## src/rtl/hazard_ctrl.sv

```systemverilog
// Hazard controller for the five-stage RV64I core: shadow E/M/W writer slots drive stall, flush and forwarding selects.
// Latency: all hazard/forward outputs are combinational (zero cycles); slots and counters update on each rising clk edge.
// Backpressure: Stall_F/Stall_D hold fetch and decode on a load-use hazard; a taken branch (PCSrc_E) overrides the stall and flushes.
//
// Ports:
//   clk, rst (async, active-low)
//   Valid_D, Rs1_D, Rs2_D, Rd_D, Use_rs1_D, Use_rs2_D, RegWrite_D, ResultSrc_D : decode instruction fields
//   PCSrc_E                                   : branch/jump taken, resolved in execute
//   Stall_F, Stall_D, Flush_D, Flush_E        : pipeline register controls
//   ForwardA_E, ForwardB_E                    : execute operand source (00 reg, 10 ALUResult_M, 01 Result_W)
//   Fwd1_D, Fwd2_D                            : decode read ports take Result_W (write-through)
//   StallCnt, FlushCnt                        : saturating performance counters
module hazard_ctrl #(
  parameter int CNT_W = 32
) (
  input  logic             clk,
  input  logic             rst,
  input  logic             Valid_D,
  input  logic [4:0]       Rs1_D,
  input  logic [4:0]       Rs2_D,
  input  logic [4:0]       Rd_D,
  input  logic             Use_rs1_D,
  input  logic             Use_rs2_D,
  input  logic             RegWrite_D,
  input  logic [1:0]       ResultSrc_D,
  input  logic             PCSrc_E,
  output logic             Stall_F,
  output logic             Stall_D,
  output logic             Flush_D,
  output logic             Flush_E,
  output logic [1:0]       ForwardA_E,
  output logic [1:0]       ForwardB_E,
  output logic             Fwd1_D,
  output logic             Fwd2_D,
  output logic [CNT_W-1:0] StallCnt,
  output logic [CNT_W-1:0] FlushCnt
);

  localparam logic [1:0] FWD_REG = 2'b00;
  localparam logic [1:0] FWD_M   = 2'b10;
  localparam logic [1:0] FWD_W   = 2'b01;
  localparam logic [1:0] SRC_LD  = 2'b01;

  // E slot keeps the source operands so execute forwarding needs no extra
  // pipeline plumbing. M and W only need the writer identity: the load
  // flag matters solely while the load sits in E.
  logic       e_v;
  logic       e_ld;
  logic       e_use1;
  logic       e_use2;
  logic [4:0] e_rd;
  logic [4:0] e_rs1;
  logic [4:0] e_rs2;
  logic       m_v;
  logic [4:0] m_rd;
  logic       w_v;
  logic [4:0] w_rd;

  logic       lu;

  // *_v already implies rd != 0, so x0 can never match a writer slot.
  assign lu = e_v & e_ld & Valid_D &
              ((Use_rs1_D & (Rs1_D == e_rd)) | (Use_rs2_D & (Rs2_D == e_rd)));

  assign Stall_F = lu & ~PCSrc_E;
  assign Stall_D = lu & ~PCSrc_E;

  // Flushes are gated by rst so every output reads 0 while reset is held,
  // even if a stray PCSrc_E arrives from a not-yet-reset execute stage.
  assign Flush_D = PCSrc_E & rst;
  assign Flush_E = (lu | PCSrc_E) & rst;

  // M is checked first: it holds the younger writer of the same register.
  function automatic logic [1:0] fwd_sel(
    input logic       use_src,
    input logic [4:0] rs,
    input logic       mv,
    input logic [4:0] mrd,
    input logic       wv,
    input logic [4:0] wrd
  );
    logic [1:0] sel;
    sel = FWD_REG;
    if (use_src && (rs != 5'd0) && mv && (mrd == rs)) begin
      sel = FWD_M;
    end else if (wv && (wrd == rs)) begin
      sel = FWD_W;
    end
    return sel;
  endfunction

  // Forward selects depend on slot state only, keeping PCSrc_E off this path.
  assign ForwardA_E = fwd_sel(e_use1, e_rs1, m_v, m_rd, w_v, w_rd);
  assign ForwardB_E = fwd_sel(e_use2, e_rs2, m_v, m_rd, w_v, w_rd);

  // Register file is written at the end of W; decode reads in the same
  // cycle, so it takes Result_W directly.
  assign Fwd1_D = Valid_D & Use_rs1_D & (Rs1_D != 5'd0) & w_v & (w_rd == Rs1_D);
  assign Fwd2_D = Valid_D & Use_rs2_D & (Rs2_D != 5'd0) & w_v & (w_rd == Rs2_D);

  always_ff @(posedge clk or negedge rst) begin
    if (!rst) begin
      e_v    <= 1'b0;
      e_ld   <= 1'b0;
      e_use1 <= 1'b0;
      e_use2 <= 1'b0;
      e_rd   <= 5'd0;
      e_rs1  <= 5'd0;
      e_rs2  <= 5'd0;
      m_v    <= 1'b0;
      m_rd   <= 5'd0;
      w_v    <= 1'b0;
      w_rd   <= 5'd0;
    end else begin
      w_v  <= m_v;
      w_rd <= m_rd;
      // E always advances, including the branch that raised PCSrc_E.
      m_v  <= e_v;
      m_rd <= e_rd;
      if (Flush_E) begin
        e_v    <= 1'b0;
        e_ld   <= 1'b0;
        e_use1 <= 1'b0;
        e_use2 <= 1'b0;
        e_rd   <= 5'd0;
        e_rs1  <= 5'd0;
        e_rs2  <= 5'd0;
      end else begin
        e_v    <= Valid_D & RegWrite_D & (Rd_D != 5'd0);
        e_ld   <= (ResultSrc_D == SRC_LD);
        e_use1 <= Use_rs1_D;
        e_use2 <= Use_rs2_D;
        e_rd   <= Rd_D;
        e_rs1  <= Rs1_D;
        e_rs2  <= Rs2_D;
      end
    end
  end

  always_ff @(posedge clk or negedge rst) begin
    if (!rst) begin
      StallCnt <= '0;
      FlushCnt <= '0;
    end else begin
      if (Stall_D && (StallCnt != '1)) begin
        StallCnt <= StallCnt + CNT_W'(1);
      end
      if (PCSrc_E && (FlushCnt != '1)) begin
        FlushCnt <= FlushCnt + CNT_W'(1);
      end
    end
  end

endmodule
```

## config.mk

```make
export PLATFORM = sky130hd
export DESIGN_NAME = hazard_ctrl
export DESIGN_NICKNAME = d
export VERILOG_FILES = /design/src/rtl/hazard_ctrl.sv
export SDC_FILE = /design/constraint.sdc
export NUM_CORES = 1
export LEC_CHECK = 0
export BUFFER_PORTS_ARGS = -buffer_cell sky130_fd_sc_hd__clkbuf_2
export CAP_MARGIN = 20
export CORE_ASPECT_RATIO = 2
export CORE_MARGIN = 8
export CORE_UTILIZATION = 45
export CTS_BUF_LIST = sky130_fd_sc_hd__clkbuf_8
export CTS_CLUSTER_DIAMETER = 30
export DETAILED_ROUTE_END_ITERATION = 8
export HOLD_SLACK_MARGIN = 0.02
export PLACE_DENSITY = 0.67
export SLEW_MARGIN = 15
export SYNTH_ARGS = -nofsm -noshare
export SYNTH_HDL_FRONTEND = slang
export SYNTH_SLANG_ARGS = --single-unit
```

## constraint.sdc

```tcl
create_clock -name clk -period 1.9 [get_ports clk]
set_input_delay 0.095 -clock clk [delete_from_list [all_inputs] [get_ports clk]]
set_output_delay 0.095 -clock clk [all_outputs]
set_load 0.005 [all_outputs]
```

==> results.yml <==
global_routing:
  grt_pass1_wl_um: 20300
  grt-ovfl-total: 0
  grt_max_degree: 50
  antenna_found_initial: 0
  grt_pass1_vias: 4163
  grt_usage: 0.188
synthesis:
  synth_ff_type: "dfrtp_1"
  synth-seq-cells: 95
  yosys_warnings: 0
  syn_avg_cell_area_um2: 11.0
  netlist_area_um2: 4590
  synth_edf_count: 0
  synth_cells: 416
  async_flop_share: 1.00
  ys_seq_area_frac: 0.518
  synth_nets: 442
  netlist-cell-type-count: 45
timing:
  period_needed_ps: 2100
  hold_violations: 0
  fin_crit_sh: 1.10
  holdWs_ps: 42.1
  setup_viol_count_final: 34
  fin_ws_ps: -196
  max_slew_margin: 0.593
  final_max_slew_viol_count: 0
  clock_skew_ps: 13.5
  clock.fmax_mhz: 477
  rsz0062_at_grt: "true"
  worstMarginPinSlew_ps: 610
detailed_routing:
  drc: 0
  via_count: 3873
  drtIter0Drc: 207
  wire_per_inst_um: 17.6
  wirelength_um: 13100
  ant_nets: 0
  via_per_inst: 5.22
  drt_pass1_iterations: 6
run_status:
  status: "complete, but fails checks"
  violations: "setup timing"
clock_network:
  clk_pin_slew_ps: 90
  root_buffer: "clkbuf_8"
  numClockSinks: 95
  worstSkewPairLatency_ps: 360
  cts_tree: "yes"
  htreeDepth: 3
  numCtsBuffers: 9
  clockBufferDepth: 2
power_and_ir_drop:
  power.density_nw_per_um2: 678
  ir_drop_uv: 600
  p_leak_nw: 3.26
worst_hold_path:
  hold_path_class: "input port to flip-flop"
worst_setup_path:
  required_ps: 1800
  crit_family: "flip-flops"
  path_buf_inv: 3
  path_cells: "xnor2_2 > nand4_1 > o22a_1 > buf_6 > nor2_4 > o21a_4 > buf_12 > clkbuf_2"
  endpoint_kind: "primary output"
  start_kind: "flip-flop"
  regToRegSetupSlack_ps: -190
  arrival_ps: 2000
  cp_slowest_cell: "dfrtp_1"
  crit_type: "flip-flop to primary output"
  crit_fanout: 3
  crit_path_max_incr_delay_ps: 440
placement:
  place_congestion: 0.908
  port_buffers: 97
  dpl-instance-area_um2: 5610
  place_ws_ps: -99.8
  dpl.hpwl_um: 9320
final_layout:
  num_antenna_cells: 0
  final_area_um2: 6570
  area_growth_syn_to_layout_pct: 43.2
  nets: 628
  drive_above_1_share: 0.423
  final_util: 0.656
job:
  drv_cap: 0
floorplanning:
  dieArea_um2: 13900
  core_um2: 10000
  die_x_um: 87.4
  start_util: 0.458
  chipHeight_um: 159
  io_pins: 98
  std_cell_rows: 52
[state kept, by name, indices dropped and copies added, names as in the netlist, 5 cells and up]
name and cells:
FlushCnt 32, StallCnt 32, e_rd 5, e_rs1 5, e_rs2 5, m_rd 5
w_rd 5
[stage by stage]
stage          cells  TNS, ps  power (mW)
2_1_floorplan    416        0        2.54
3_3_place_gp     693    -1280        2.87
3_5_place_dp     693     -866        2.89
4_1_cts          735    -1660        4.32
5_1_grt          742    -6440        4.66
6_report         742    -2840        4.46
[routing by layer]
| layer | track usage | wire, um |
|---|---|---|
| met1 | 0.193 | 4710 |
| met2 | 0.340 | 7380 |
| met3 | 0.0460 | 683 |
| met4 | 0.0813 | 284 |
| met5 | 0 | 0 |
[final cells by class]
type | count | area [um^2]
clock buffer | 11 | 151
clock inverter | 5 | 56.3
fill | 842 | 3450
inverter | 4 | 15.0
multi-input combinational | 309 | 2550
sequential | 95 | 2380
tap | 135 | 169
timing repair buffer | 183 | 1250
[cell families (layout without fill, tap and decap cells)]
logic type / count (synthesis) / after routing / share of synthesized area
mux: 2 / 2 / 0.00491
buf+inv: 12 / 203 / 0.0134
xor+xnor: 96 / 96 / 0.183
flops: 95 / 95 / 0.518
fa+ha+maj: 2 / 2 / 0.00545
simple gates: 193 / 193 / 0.245
compound gates: 16 / 16 / 0.0297
[layout by cell type, fill, tap and decap left out, types with 3 or more instances in the layout]
cell type,count
buf_6,8
nor2_1,20
nor3_4,3
nand2_4,4
and4_1,7
nand3_1,21
and3_1,13
clkbuf_8,11
nor3_2,4
and4_4,3
dfrtp_2,3
xnor2_1,54
nor3_1,5
nor2b_1,16
nand3_4,4
nand2_1,27
clkbuf_2,95
nand3_2,12
xor2_1,31
dfrtp_1,92
dlygate4sd3_1,17
nor2_2,3
xnor2_2,11
nand4_1,15
and2_1,6
nor4_1,5
inv_1,4
buf_4,59
[cell usage after synthesis, drive strengths merged (8+ instances only)]
cell type   n  share of area
nand4      17          0.028
xnor2      65           0.12
and3       15          0.020
nand3      37          0.043
nand2      32          0.026
dfrtp      95           0.52
nor4        8          0.014
nor2       25          0.020
nor2b      17          0.023
xor2       31          0.059
and4       11          0.022
nor3       12          0.016
[power breakdown]
part	switching, mW	internal (mW)	total [mW]
combinational	0.365	0.416	0.781
sequential	0.160	2.14	2.30
clock	0.700	0.678	1.38
[path summary, 6_finish.rpt]
kind,cells after the start,from,endpoint
setup / recovery,8,e_rd[4],Flush_E
hold / removal,2,Rs1_D[4],e_rs1[4]
setup reg to reg,8,e_rd[4],StallCnt[12]
hold reg to reg,0,e_v,m_v
max in group asynchronous,3,rst,FlushCnt[3]
min in group asynchronous,2,rst,e_rs1[2]
[repair_timing]
item	4_1_cts	5_1_grt
cloned	1	0
setup buffers	10	8
hold buffers	16	1
endpoints found under the setup margin	35	80
endpoints found under the hold margin	36	1
resized for setup	32	63
pin swaps	29	33
Power figures use the tool's default switching activity.
